<file path="src/rtl/hex_print_ctrl_if.sv">
// Request and byte-stream handshake bundle for hex_print_ctrl.
// slave is the sequencer; master is the requester plus the UART TX consumer.
interface hex_print_ctrl_if #(
    parameter int unsigned DATA_W = 32
);
    localparam int unsigned MAX_DIG = DATA_W / 4;
    localparam int unsigned DIG_W   = $clog2(MAX_DIG) + 1;

    logic              req_valid;
    logic              req_ready;
    logic [DATA_W-1:0] req_data;
    logic [DIG_W-1:0]  req_digits;
    logic              req_term_en;
    logic [7:0]        req_term;
    logic              tx_valid;
    logic              tx_ready;
    logic [7:0]        tx_data;
    logic              busy;
    logic              done;

    modport slave (
        input  req_valid, req_data, req_digits, req_term_en, req_term, tx_ready,
        output req_ready, tx_valid, tx_data, busy, done
    );

    modport master (
        output req_valid, req_data, req_digits, req_term_en, req_term, tx_ready,
        input  req_ready, tx_valid, tx_data, busy, done
    );
endinterface

</file>
<file path="src/rtl/hex_print_ctrl.sv">
// Hex-to-ASCII print sequencer: walks a value MS nibble first and emits one
// uppercase ASCII byte per tx handshake, optionally followed by a terminator.
module hex_print_ctrl #(
    parameter int unsigned DATA_W = 32
) (
    input  logic            clk,
    input  logic            rst,
    hex_print_ctrl_if.slave bus
);
    localparam int unsigned MAX_DIG = DATA_W / 4;
    localparam int unsigned DIG_W   = $clog2(MAX_DIG) + 1;
    localparam logic [DIG_W-1:0] MaxDig = DIG_W'(MAX_DIG);
    localparam logic [DIG_W-1:0] One    = DIG_W'(1);

    typedef enum logic [1:0] {StIdle, StDigit, StTerm} state_e;

    state_e            state_q;
    logic [DATA_W-1:0] sh_q;
    logic [DIG_W-1:0]  cnt_q;
    logic              term_en_q;
    logic [7:0]        term_q;
    logic              tx_valid_q;
    logic [7:0]        tx_data_q;
    logic              done_q;

    logic [DIG_W-1:0]  n_clamp;
    logic [DIG_W+1:0]  shamt;
    logic [DATA_W-1:0] sh_load;
    logic [DATA_W-1:0] sh_next;
    logic              hs;

    function automatic logic [7:0] to_ascii(input logic [3:0] nib);
        // 'A' - 10 = 0x37
        if (nib >= 4'd10) begin
            return {4'h0, nib} + 8'h37;
        end
        return {4'h0, nib} + 8'h30;
    endfunction

    // Clamp the digit count and left-align the requested digits at the top.
    always_comb begin
        n_clamp = bus.req_digits;
        if (bus.req_digits == '0 || bus.req_digits > MaxDig) begin
            n_clamp = MaxDig;
        end
        shamt   = {2'b00, MaxDig - n_clamp} << 2;
        sh_load = bus.req_data << shamt;
        sh_next = sh_q << 4;
        hs      = tx_valid_q && bus.tx_ready;
    end

    // Sequencer FSM with registered tx_valid, tx_data and done.
    always_ff @(posedge clk or posedge rst) begin
        if (rst) begin
            state_q    <= StIdle;
            sh_q       <= '0;
            cnt_q      <= '0;
            term_en_q  <= 1'b0;
            term_q     <= 8'h00;
            tx_valid_q <= 1'b0;
            tx_data_q  <= 8'h00;
            done_q     <= 1'b0;
        end else begin
            done_q <= 1'b0;
            unique case (state_q)
                StIdle: begin
                    if (bus.req_valid) begin
                        sh_q       <= sh_load;
                        cnt_q      <= n_clamp;
                        term_en_q  <= bus.req_term_en;
                        term_q     <= bus.req_term;
                        tx_data_q  <= to_ascii(sh_load[DATA_W-1 -: 4]);
                        tx_valid_q <= 1'b1;
                        state_q    <= StDigit;
                    end
                end
                StDigit: begin
                    if (hs) begin
                        sh_q  <= sh_next;
                        cnt_q <= cnt_q - One;
                        if (cnt_q > One) begin
                            tx_data_q <= to_ascii(sh_next[DATA_W-1 -: 4]);
                        end else if (term_en_q) begin
                            tx_data_q <= term_q;
                            state_q   <= StTerm;
                        end else begin
                            tx_valid_q <= 1'b0;
                            done_q     <= 1'b1;
                            state_q    <= StIdle;
                        end
                    end
                end
                StTerm: begin
                    if (hs) begin
                        tx_valid_q <= 1'b0;
                        done_q     <= 1'b1;
                        state_q    <= StIdle;
                    end
                end
                default: begin
                    state_q    <= StIdle;
                    tx_valid_q <= 1'b0;
                end
            endcase
        end
    end

    // Ready/busy follow the state directly so an async reset drops busy at once.
    assign bus.req_ready = (state_q == StIdle);
    assign bus.busy      = (state_q != StIdle);
    assign bus.tx_valid  = tx_valid_q;
    assign bus.tx_data   = tx_data_q;
    assign bus.done      = done_q;
endmodule

</file>
<file path="src/flat_wrapper.sv">
// flat-port wrapper written by rule: the top's interface ports become plain ports
module hex_print_ctrl_flat 
#(
    parameter int unsigned DATA_W = 32
)
  (clk, rst, bus_req_valid, bus_req_data, bus_req_digits, bus_req_term_en, bus_req_term, bus_tx_ready, bus_req_ready, bus_tx_valid, bus_tx_data, bus_busy, bus_done);
  hex_print_ctrl_if #(.DATA_W(DATA_W)) bus_i ();
  input  logic clk;
  input  logic rst;
  input wire logic [$bits(bus_i.req_valid)-1:0] bus_req_valid;
  input wire logic [$bits(bus_i.req_data)-1:0] bus_req_data;
  input wire logic [$bits(bus_i.req_digits)-1:0] bus_req_digits;
  input wire logic [$bits(bus_i.req_term_en)-1:0] bus_req_term_en;
  input wire logic [$bits(bus_i.req_term)-1:0] bus_req_term;
  input wire logic [$bits(bus_i.tx_ready)-1:0] bus_tx_ready;
  output wire logic [$bits(bus_i.req_ready)-1:0] bus_req_ready;
  output wire logic [$bits(bus_i.tx_valid)-1:0] bus_tx_valid;
  output wire logic [$bits(bus_i.tx_data)-1:0] bus_tx_data;
  output wire logic [$bits(bus_i.busy)-1:0] bus_busy;
  output wire logic [$bits(bus_i.done)-1:0] bus_done;
  assign bus_i.req_valid = bus_req_valid;
  assign bus_i.req_data = bus_req_data;
  assign bus_i.req_digits = bus_req_digits;
  assign bus_i.req_term_en = bus_req_term_en;
  assign bus_i.req_term = bus_req_term;
  assign bus_i.tx_ready = bus_tx_ready;
  assign bus_req_ready = bus_i.req_ready;
  assign bus_tx_valid = bus_i.tx_valid;
  assign bus_tx_data = bus_i.tx_data;
  assign bus_busy = bus_i.busy;
  assign bus_done = bus_i.done;
  hex_print_ctrl #(.DATA_W(DATA_W)) u_core (.clk(clk), .rst(rst), .bus(bus_i));
endmodule
</file>
<file path="config.mk">
export PLATFORM = sky130hd
export DESIGN_NAME = hex_print_ctrl_flat
export DESIGN_NICKNAME = d
export VERILOG_FILES = /design/src/rtl/hex_print_ctrl_if.sv /design/src/rtl/hex_print_ctrl.sv /design/src/flat_wrapper.sv
export SDC_FILE = /design/constraint.sdc
export NUM_CORES = 1
export LEC_CHECK = 0
export ABC_AREA = 1
export BUFFER_PORTS_ARGS = -buffer_cell sky130_fd_sc_hd__buf_4
export CORE_MARGIN = 2
export CORE_UTILIZATION = 55
export CTS_BUF_LIST = sky130_fd_sc_hd__clkbuf_8
export DETAILED_ROUTE_END_ITERATION = 6
export GPL_TIMING_DRIVEN = 0
export PLACE_DENSITY = 0.77
export SKIP_LAST_GASP = 1
export SYNTH_ARGS = -nofsm -noshare
export SYNTH_HDL_FRONTEND = slang
export SYNTH_SLANG_ARGS = --single-unit
</file>
<file path="constraint.sdc">
create_clock -name clk -period 2.4 [get_ports clk]
set_input_delay 0.12 -clock clk [delete_from_list [all_inputs] [get_ports clk]]
set_output_delay 0.12 -clock clk [all_outputs]
set_load 0.05 [all_outputs]
</file>
==> results of run 1 <==
sequential cells by signal (all words and copies together) (netlist names):
signal,flops
u_core.sh_q,28
u_core.bus.tx_data,8
u_core.term_q,8
u_core.cnt_q,4
u_core.state_q,2
u_core.bus.done,1
u_core.bus.tx_valid,1
u_core.term_en_q,1
synthesized netlist by cell type (2+ instances only):
cell       count  area (sq um)
o31ai_1        2          15.0
inv_1         49           184
clkbuf_1      11          41.3
nand2_2        8          50.1
nand2_1      106           398
buf_6          4          45.0
inv_2          5          18.8
buf_4          6          45.0
o211ai_1       4          30.0
nand3_2        4          40.0
a22oi_1        9          67.6
nor2_1        24          90.1
o21ai_1        6          30.0
a21oi_1       33           165
a221oi_1       5          43.8
o221ai_1       4          35.0
o21ai_0       47           235
dfrtp_1       53          1330
nand3_1       69           345
nor2_4         2          22.5
nor3_1         5          25.0
buf_2          7          35.0
ha_1          10           125
a2bb2oi_1      7          61.3
xor2_1         2          17.5
o22ai_1        2          12.5
nand2_4        3          33.8
mux2_2         7          78.8
worst register-to-register path: stages, from the launching register on:
cell and delay [ns]:
dfrtp_1 0.38, inv_1 0.07, ha_1 0.19, buf_6 0.15, inv_4 0.12, o22ai_1 0.13, a21oi_2 0.23, nand2_1 0.14
buf_4 0.19, a221oi_1 0.36, a21oi_2 0.10
cells by family (layout without fill, tap and decap cells):
kind of cell	Yosys count	in the layout
AND/OR/NAND/NOR	225	225
buffers and inverters	84	182
multiplexers	7	7
flip-flops	53	53
XOR/XNOR	2	2
AO/OA/AOI/OAI	125	125
adder cells (fa/ha/maj)	10	10
power breakdown:
group | total, uW | switching (uW) | internal, uW
Clock | 524 | 319 | 205
Sequential | 892 | 0 | 892
Combinational | 626 | 361 | 264
Total | 2040 | 681 | 1360
metrics by stage:
step                      std cells  setup slack, ns  hold WS [ns]
final                           684           0.0121        0.0348
after global routing            684          -0.0718        0.0336
after CTS                       678           0.0121        0.0327
after detailed placement        647           -0.556         0.132
after global placement          646           -0.543         0.353
after floorplan                 506         -0.00868         0.270
worst paths after layout:
check / from / endpoint / slack, ns / depth (start not counted)
setup / recovery: bus_req_digits[0] / u_core.bus.tx_data[5]$_DFFE_PP0P_ / 0.01 / 16
hold / removal: bus_req_term[0] / u_core.term_q[0]$_DFFE_PP0P_ / 0.03 / 2
max in group asynchronous: rst / u_core.sh_q[21]$_DFFE_PP0P_ / 1.53 / 4
hold reg to reg: u_core.sh_q[12]$_DFFE_PP0P_ / u_core.sh_q[12]$_DFFE_PP0P_ / 0.50 / 2
min in group asynchronous: rst / u_core.sh_q[11]$_DFFE_PP0P_ / 0.34 / 3
setup reg to reg: u_core.state_q[1]$_DFFE_PP0P_ / u_core.bus.tx_data[0]$_DFFE_PP0P_ / 0.23 / 10
repair_timing:
item,CTS,global route
hold endpoints to repair,17,0
cloned,0,0
setup endpoints to repair,7,20
gates resized for setup,8,28
hold buffers,1,0
pin swaps,5,11
buffers inserted,22,6
final cells by class:
cell class,count,area share
Buffer,29,0.0430
Multi-Input combinational cell,369,0.449
Tap cell,80,0.0208
Sequential cell,53,0.276
Clock inverter,3,0.00365
Clock buffer,5,0.0143
Inverter,55,0.0446
Timing Repair Buffer,90,0.148
per-layer routing:
metal	part of all wire	track usage
met1	0.43	0.436
met2	0.45	0.490
met3	0.091	0.0686
met4	0.027	0.107
met5	0	0
==> run_results.csv, run 1 <==
group,metric,value,unit
yosys,synth-compound-area-share,0.199,
setup_path,crit_family,"simple AND/OR/NAND/NOR gates",
sta,fin_crit_sh,0.995,
drt,final_antenna_net_count,0,
setup_path,critPathKind,"input port to register",
yosys,synth_warnings,0,
clock_network,root_buffer,"clkbuf_8",
layout,final_util,0.719,
yosys,yosys_most_used_dff,"dfrtp_1",
clock_network,cts.sinks,53,
setup_path,cp_num_buf_inv,5,
yosys,avgSynthCellArea,7.38,sq um
setup_path,path_cells,"buf_12, buf_8, or4_4, o211ai_1, ha_1, buf_8, buf_8, nand2_4, o21ai_4, o21ai_2, inv_2, ha_4, nand3b_4, nand2_4, o21ai_1, a21oi_1",
pwr,power,2040,uW
layout,area_growth,28.7,%
drt,drc_errors,0,
layout,register_area,1330,sq um
yosys,ys_types,40,
yosys,synthMuxAreaShare,0.0211,
global_routing,grt_pass1_wl,18400,um
sta,finalSetupViolCount,0,
floorplanning,die_h,86.4,um
layout,num_antenna_cells,0,
sta,worst_slew_pin_slew,0.608,ns
floorplanning,die-width,86.4,um
layout,multi_input_area,2160,sq um
pwr,ir_drop,0.255,mV
clock_network,cts-buffers-inserted,5,
sta,clock_skew,0.0160,ns
global_routing,overflow,0,
global_routing,grt_max_degree,37,
clock_network,clk_pin_slew,0.10,ns
place,portBuffers,60,
yosys,syn_area,3730,sq um
hold_path,hp-class,"input port to register",
sta,hold_viol,0,
layout,fin_area,4800,sq um
sta,slew_viol_final,0,
drt,wire_per_inst,17.1,um
sta,fmax,0.419,GHz
yosys,synth_seq_cells,53,
setup_path,cpPeakStageDelay,0.40,ns
layout,mostFrequentLayoutCells,"nand2_1 (100), buf_4 (91), nand3_1 (60)",
yosys,synth_adder_area_share,0.0335,
status,status,"completed",
setup_path,crit_path_end_kind,"register",
yosys,synth_enable_flop_cells,0,
clock_network,cts_tree,"yes",
sta,max_slew_margin,0.595,
yosys,syn-num-nets,565,
global_routing,grt_pass1_vias,3832,
clock_network,htreeDepth,2,
drt,drt_iter0_drc,408,
yosys,seq_area_frac_synth,0.355,
yosys,synth-xor-area-share,0.00469,
setup_path,crit_path_max_fanout,7,
place,globalplace.congestion,0.977,
drt,drt_wl_total,11700,um
drt,via_count,4061,
pwr,p_per_area,425,nW/um^2
setup_path,arrival,2.63,ns
place,dp_hpwl,8440,um
clock_network,clock_latency,0.32,ns
layout,layout-drive-gt1-share,0.295,
yosys,synthCells,506,
layout,nNetsFinal,662,
global_routing,antenna_found_initial,0,
setup_path,worstPathRequired,2.64,ns
drt,detail_route.first_pass.iterations,6,
yosys,synth-async-reset-ratio,1.00,
place,dpl_cell_area,4370,sq um
flow_run,drv_cap,0,
drt,via_per_inst,5.94,
floorplanning,die_area,7460,sq um
setup_path,cpMaxStageDelayCell,"or4_4",
clock_network,cts.path.max_buffers,2,
yosys,synth_top_family_by_area,"simple AND/OR/NAND/NOR gates",
floorplanning,design.core.area,6680,sq um
floorplanning,io_pins,61,
sta,fin_setup_tns,0,ns
pwr,leakagePower,0.00240,uW
floorplanning,placementRows,30,
layout,final_common_cell,"nand2_1",
layout,fill_cells,549,
setup_path,startpoint_type,"input port",
sta,min_period,2.39,ns
floorplanning,initial_core_util,0.559,
yosys,synthSimpleGateAreaFrac,0.284,
global_routing,track_usage,0.315,
setup_path,crit_top_cell,"buf_8",
sta,rsz0062_at_grt,"true",
No activity file was read; power rests on OpenSTA's default activity.
==> run 2, diff against run 1 <==
--- a/config.mk
+++ b/config.mk
@@ -5,7 +5,7 @@
 export SDC_FILE = /design/constraint.sdc
 export NUM_CORES = 1
 export LEC_CHECK = 0
-export ABC_AREA = 1
+export ABC_AREA = 0
 export BUFFER_PORTS_ARGS = -buffer_cell sky130_fd_sc_hd__buf_4
 export CORE_MARGIN = 2
 export CORE_UTILIZATION = 55
==> constraint.sdc (replaced) <==
create_clock -name clk -period 2.55 [get_ports clk]
set_input_delay 0.1275 -clock clk [delete_from_list [all_inputs] [get_ports clk]]
set_output_delay 0.1275 -clock clk [all_outputs]
set_load 0.05 [all_outputs]
==> run 2 against run 1 <==
Synthesized cell count fell by 22%. Sequential power rose by 73%. First-iteration DRC count fell by 26%. Core utilization fell by 2.0 points. Largest power group is now combinational logic. Largest cell class unchanged. Via count fell by 16%. Synthesized area fell by 3.3%. Cell count fell by 20%. Combinational power rose to 4.4 times the previous value. Non-clock buffer count fell by 27. Flip-flop and latch count did not move. Die area fell by 3.1%.
==> run_results.csv, run 2 <==
group,metric,value,unit
status,status,"completed",
clock_network,root_buffer,"clkbuf_8",
yosys,synth-async-reset-ratio,1.00,
yosys,synth_enable_flop_cells,0,
place,dp_hpwl,7550,um
layout,fill_cells,511,
global_routing,track_usage,0.285,
yosys,netlist.area_leader.share,0.367,
floorplanning,design.core.area,6350,sq um
drt,wire_per_inst,18.2,um
setup_path,startpoint_type,"input port",
yosys,syn_area,3610,sq um
sta,slew_viol_final,0,
drt,via_per_inst,6.28,
pwr,switching_share,0.474,
setup_path,reg2reg_from,"u_core.state_q[1]$_DFFE_PP0P_",
setup_path,r2r_cells,8,
setup_path,critPathLaunch,"bus_req_digits[0]",
setup_path,crit_path_end_kind,"register",
global_routing,grt.met1_usage,0.442,
floorplanning,placementRows,29,
clock_network,clock_latency,0.31,ns
sta,clock_skew,0.0112,ns
clock_network,cts.sinks,53,
global_routing,grt_max_degree,42,
global_routing,grt_pass1_vias,3241,
setup_path,reg2reg_slack,0.15,ns
clock_network,htreeDepth,2,
layout,fin_cells,546,
setup_path,arrival,2.65,ns
pwr,intPower,2570,uW
yosys,syn-num-nets,452,
drt,via_count,3429,
sta,rsz0062_at_grt,"false",
pwr,p_per_area,1100,nW/um^2
yosys,yosys-top-cells-area,"dfrtp_1 (37%), mux4_2 (8.1%), nand2_1 (5.8%)",
yosys,post-synth-top-area-cell,"dfrtp_1",
sta,fin_crit_sh,0.967,
pwr,p_sw,2310,uW
flow_run,drv_cap,0,
global_routing,antenna_found_initial,0,
pwr,ir_drop,0.691,mV
sta,fmax,0.406,GHz
global_routing,overflow,0,
layout,largest-register,"u_core.sh_q",
setup_path,crit_path_end,"u_core.bus.tx_data[4]$_DFFE_PP0P_",
sta,worst_slew_pin_slew,0.683,ns
yosys,ys_types,58,
pwr,leakagePower,0.00193,uW
global_routing,grt_use_met2,0.416,
yosys,yosys_most_used_dff,"dfrtp_1",
layout,area_growth,22.9,%
floorplanning,io_pins,61,
drt,drt_wl_total,9950,um
clock_network,clk_pin_slew,0.10,ns
layout,register_area,1330,sq um
yosys,seq_area_frac_synth,0.367,
layout,largest_register_ffs,28,
clock_network,cts_tree,"yes",
layout,layout-drive-gt1-share,0.271,
clock_network,cts-buffers-inserted,5,
layout,nNetsFinal,527,
pwr,comb_power_share,0.565,
yosys,synthCells,393,
setup_path,crit_path_max_fanout,10,
yosys,synth_seq_cells,53,
layout,multi_input_area,2160,sq um
drt,final_antenna_net_count,0,
layout,final_common_cell,"buf_4",
pwr,pwr-share-clk,0.118,
setup_path,worstPathRequired,2.74,ns
hold_path,hp-class,"input port to register",
floorplanning,initial_core_util,0.568,
sta,finalSetupViolCount,0,
yosys,synth_most_common_cell,"nand2_1",
drt,detail_route.first_pass.iterations,5,
layout,final_util,0.699,
setup_path,critPathKind,"input port to register",
yosys,synth_warnings,0,
place,portBuffers,60,
floorplanning,die_h,85.0,um
place,globalplace.congestion,0.895,
drt,drt_iter0_drc,301,
clock_network,cts.path.max_buffers,2,
yosys,synthTopCellsByCount,"nand2_1 (56), dfrtp_1 (53), o21ai_0 (32)",
yosys,avgSynthCellArea,9.19,sq um
sta,max_slew_margin,0.541,
floorplanning,die_area,7230,sq um
global_routing,grt_pass1_wl,16500,um
sta,hold_viol,0,
place,numPlacedInstances,531,
layout,mostFrequentLayoutCells,"buf_4 (67), nand2_1 (56), dfrtp_1 (53)",
layout,num_antenna_cells,0,
global_routing,use_met3,0.0379,
drt,drc_errors,0,
pwr,sequentialPowerShare,0.316,
global_routing,grt_busiest_layer,"met1",
setup_path,reg2reg_to,"u_core.bus.tx_data[1]$_DFFE_PP0P_",
sta,min_period,2.47,ns
floorplanning,die-width,85.0,um
## run 2: cell types whose count changed in the layout (fill, tap and decap cells not counted), sizes merged, moves of 7 or more
cell / before / now
inv: 57 / 15
mux4: 0 / 13
a22oi: 9 / 2
o21ai: 54 / 33
buf: 107 / 76
mux2i: 0 / 14
nand3: 73 / 11
o31ai: 2 / 10
nand2: 117 / 56
a2bb2oi: 7 / 0
## run 2: power by group through the flow
stage / Clock, uW / Combinational (uW) / Sequential [uW]
after global routing: 610 / 3030 / 1590
after CTS: 586 / 2670 / 1530
final: 577 / 2750 / 1540
after detailed placement: 0 / 2650 / 1540
after global placement: 0 / 2580 / 1520
after floorplan: 0 / 1710 / 1680
## run 2: layout make-up
class / count / share of cell area
multi-input combinational: 301 / 0.486
clock buffer: 5 / 0.0155
clock inverter: 3 / 0.00959
buffer: 24 / 0.0347
tap: 77 / 0.0217
timing repair buffer: 68 / 0.118
sequential: 53 / 0.299
inverter: 15 / 0.0147
## run 2: critical path, stage by stage
cell	delay, ns
buf_4	0.11
nor2b_4	0.13
buf_12	0.12
inv_6	0.10
buf_8	0.15
ha_4	0.23
inv_2	0.10
clkbuf_8	0.18
mux4_2	0.58
ha_1	0.25
a21o_1	0.16
a21oi_1	0.27
o21ai_0	0.14
## run 2: per-layer routing
layer | vias to the layer above | part of all wire
li1 | 1604 | -
met1 | 1664 | 0.46
met2 | 144 | 0.45
met4 | 0 | 0.018
met3 | 17 | 0.071
met5 | - | 0
## run 2: kinds of logic after synthesis
kind of cell / synth area share
buf+inv: 0.0503
xor+xnor: 0.00936
compound gates: 0.220
mux: 0.157
flops: 0.367
simple gates: 0.161
fa+ha+maj: 0.0347
## run 2: what timing repair did
item	CTS	global route
setup buffers	2	4
resized for setup	6	14
hold buffers	1	0
pin swaps	1	4
hold endpoints to repair	12	0
setup endpoints to repair	5	19
## run 2: how the worst min path moves through the flow
| stage | start | endpoint | slack [ns] | depth (start not counted) |
|---|---|---|---|---|
| floorplan | bus_req_data[0] | u_core.sh_q[0]$_DFFE_PP0P_ | 0.26 | 1 |
| global placement | bus_req_term[4] | u_core.term_q[4]$_DFFE_PP0P_ | 0.36 | 2 |
| detailed placement | rst | u_core.sh_q[20]$_DFFE_PP0P_ | 0.10 | 2 |
| CTS | bus_req_term[6] | u_core.term_q[6]$_DFFE_PP0P_ | 0.04 | 2 |
| global route | bus_req_term[5] | u_core.term_q[5]$_DFFE_PP0P_ | 0.04 | 2 |
| finish | bus_req_term[7] | u_core.term_q[7]$_DFFE_PP0P_ | 0.04 | 2 |
## run 2: metrics by stage
step	total power (uW)	cell area, sq um	setup WS [ns]	hold WS, ns	setup TNS (ns)
floorplan	3390	3640	0.00256	0.260	0
global placement	4100	4190	-0.425	0.360	-2.52
detailed placement	4190	4210	-0.489	0.105	-2.84
CTS	4780	4370	-0.0494	0.0395	-0.0494
global route	5230	4440	0.00539	0.0382	0
finish	4870	4440	0.0839	0.0419	0
==> run 3, diff against run 2 <==
--- a/config.mk
+++ b/config.mk
@@ -12,7 +12,7 @@
 export CTS_BUF_LIST = sky130_fd_sc_hd__clkbuf_8
 export DETAILED_ROUTE_END_ITERATION = 6
 export GPL_TIMING_DRIVEN = 0
-export PLACE_DENSITY = 0.77
+export PLACE_DENSITY_LB_ADDON = 0.25
 export SKIP_LAST_GASP = 1
 export SYNTH_ARGS = -nofsm -noshare
 export SYNTH_HDL_FRONTEND = slang
==> run 3 against run 2 <==
Clock skew shrank 0.0024 ns. Register-to-register slack better by 0.03 ns. Non-clock buffer count up 2. Setup slack worse by 0.021 ns. Critical path type unchanged. Largest power group unchanged. Critical path depth is 3 higher.
==> run_results.csv, run 3 (same netlist as run 2, synthesis figures left out) <==
group,metric,value,unit
setup_path,reg2reg_from,"u_core.state_q[1]$_DFFE_PP0P_",
drt,drt_wl_total,9580,um
layout,fin_cells,547,
layout,num_antenna_cells,0,
global_routing,overflow,0,
floorplanning,initial_core_util,0.568,
clock_network,root_buffer,"clkbuf_8",
clock_network,htreeDepth,2,
sta,clock_skew,0.00879,ns
sta,fmax,0.402,GHz
sta,slew_viol_final,0,
setup_path,cpPeakStageDelay,0.35,ns
place,dp_slack,-0.457,ns
pwr,ir_drop,0.705,mV
flow_run,drv_cap,0,
clock_network,cts-buffers-inserted,5,
floorplanning,die-width,85.0,um
status,status,"completed",
floorplanning,design.core.area,6350,sq um
place,dpl_cell_area,4210,sq um
setup_path,path_cells,"buf_4, nor2b_4, buf_12, inv_6, buf_8, ha_4, buf_8, mux2_2, nor2_4, o21ai_0, and3_4, ha_2, inv_2, o211ai_1, o311ai_1, o21a_1",
hold_path,min_from,"bus_req_term[7]",
setup_path,critPathLaunch,"bus_req_digits[3]",
clock_network,cts.path.max_buffers,2,
drt,via_per_inst,6.27,
layout,fill_cells,501,
setup_path,crit_top_cell,"buf_8",
setup_path,cpMaxStageDelayCell,"mux2_2",
floorplanning,io_pins,61,
pwr,p_per_area,1090,nW/um^2
floorplanning,die_area,7230,sq um
layout,area_growth,22.8,%
setup_path,critPathKind,"input port to register",
global_routing,grt_pass1_wl,16000,um
sta,finalSetupViolCount,0,
global_routing,antenna_found_initial,0,
place,portBuffers,60,
clock_network,clk_pin_slew,0.09,ns
sta,layout_setup_ws,0.0634,ns
global_routing,grt_pass1_vias,3224,
sta,max_slew_margin,0.504,
drt,drc_errors,0,
pwr,leakagePower,0.00193,uW
layout,register_area,1330,sq um
pwr,power,4820,uW
global_routing,track_usage,0.271,
setup_path,worstPathRequired,2.80,ns
place,numPlacedInstances,531,
setup_path,startpoint_type,"input port",
drt,wire_per_inst,17.5,um
floorplanning,die_h,85.0,um
floorplanning,placementRows,29,
clock_network,clock_latency,0.31,ns
layout,multi_input_area,2150,sq um
layout,nNetsFinal,529,
setup_path,crit_path_end_kind,"register",
layout,layout-drive-gt1-share,0.274,
drt,final_antenna_net_count,0,
clock_network,cts_tree,"yes",
layout,largest_register_ffs,28,
sta,fin_crit_sh,0.975,
drt,detail_route.first_pass.iterations,5,
sta,worst_slew_pin_slew,0.737,ns
layout,fin_area,4430,sq um
layout,mostFrequentLayoutCells,"buf_4 (69), nand2_1 (56), dfrtp_1 (53)",
place,globalplace.congestion,0.929,
setup_path,crit_path_max_fanout,10,
drt,drt_iter0_drc,286,
global_routing,grt_max_degree,42,
hold_path,hp-class,"input port to register",
layout,largest-register,"u_core.sh_q",
drt,via_count,3430,
clock_network,cts.sinks,53,
layout,final_common_cell,"buf_4",
place,dp_hpwl,7280,um
setup_path,arrival,2.74,ns
sta,min_period,2.49,ns
sta,hold_viol,0,
[run 3: changes by cell type in the layout (fill, tap and decap cells not counted), sizes merged]
cell,previous run,this run
buf,76,78
inv,15,14
[run 3: area by class of cell]
| type | count | area share |
|---|---|---|
| Multi-Input combinational cell | 301 | 0.484 |
| Sequential cell | 53 | 0.299 |
| Timing Repair Buffer | 70 | 0.122 |
| Clock buffer | 5 | 0.0155 |
| Buffer | 24 | 0.0347 |
| Inverter | 15 | 0.0147 |
| Tap cell | 77 | 0.0217 |
| Clock inverter | 2 | 0.00790 |
[run 3: per-layer routing]
layer  vias to the layer above  GRT usage  wire length, um
li1                       1603          -                -
met1                      1647      0.405             4300
met2                       168      0.420             4500
met3                        12     0.0428              672
met4                         0     0.0620              105
met5                         -          0                0
[run 3: repair_timing]
item / 4_1_cts / 5_1_grt
endpoints found under the hold margin: 12 / 0
endpoints found under the setup margin: 7 / 12
hold buffers: 1 / 0
buffers inserted: 3 / 5
resized for setup: 8 / 10
pin swaps: 1 / 3
[run 3: stage by stage]
step,hold slack (ns),TNS (ns),utilization
after floorplan,0.260,0,-
after global placement,0.361,-2.27,0.660
after detailed placement,0.0939,-2.70,0.663
after CTS,0.0450,-0.0161,0.689
after global routing,0.0436,-0.00835,0.698
final,0.0452,0,0.698
[run 3: power by group]
part           switching [uW]  total, uW  internal, uW
clock network             272        558           286
logic                    1690       2720          1030
registers                 292       1530          1240
total                    2260       4820          2560
[run 3: critical path: cells and delay by family]
kind | cells | cell delay [ns]
AOI/OAI and AO/OA | 4 | 0.63
adders and majority gates | 2 | 0.48
buffers and inverters | 6 | 0.64
muxes | 1 | 0.35
and+or+nand+nor | 3 | 0.48
[run 3: path summary, 6_finish.rpt]
path,to,slack (ns),depth (start not counted)
min,u_core.term_q[7]$_DFFE_PP0P_,0.05,2
max,u_core.bus.tx_data[3]$_DFFE_PP0P_,0.06,16
max reg2reg,u_core.bus.tx_data[6]$_DFFE_PP0P_,0.18,8
max in group asynchronous,u_core.bus.tx_data[1]$_DFFE_PP0P_,1.74,4
min in group asynchronous,u_core.sh_q[18]$_DFFE_PP0P_,0.31,3
min reg2reg,u_core.sh_q[19]$_DFFE_PP0P_,0.49,2
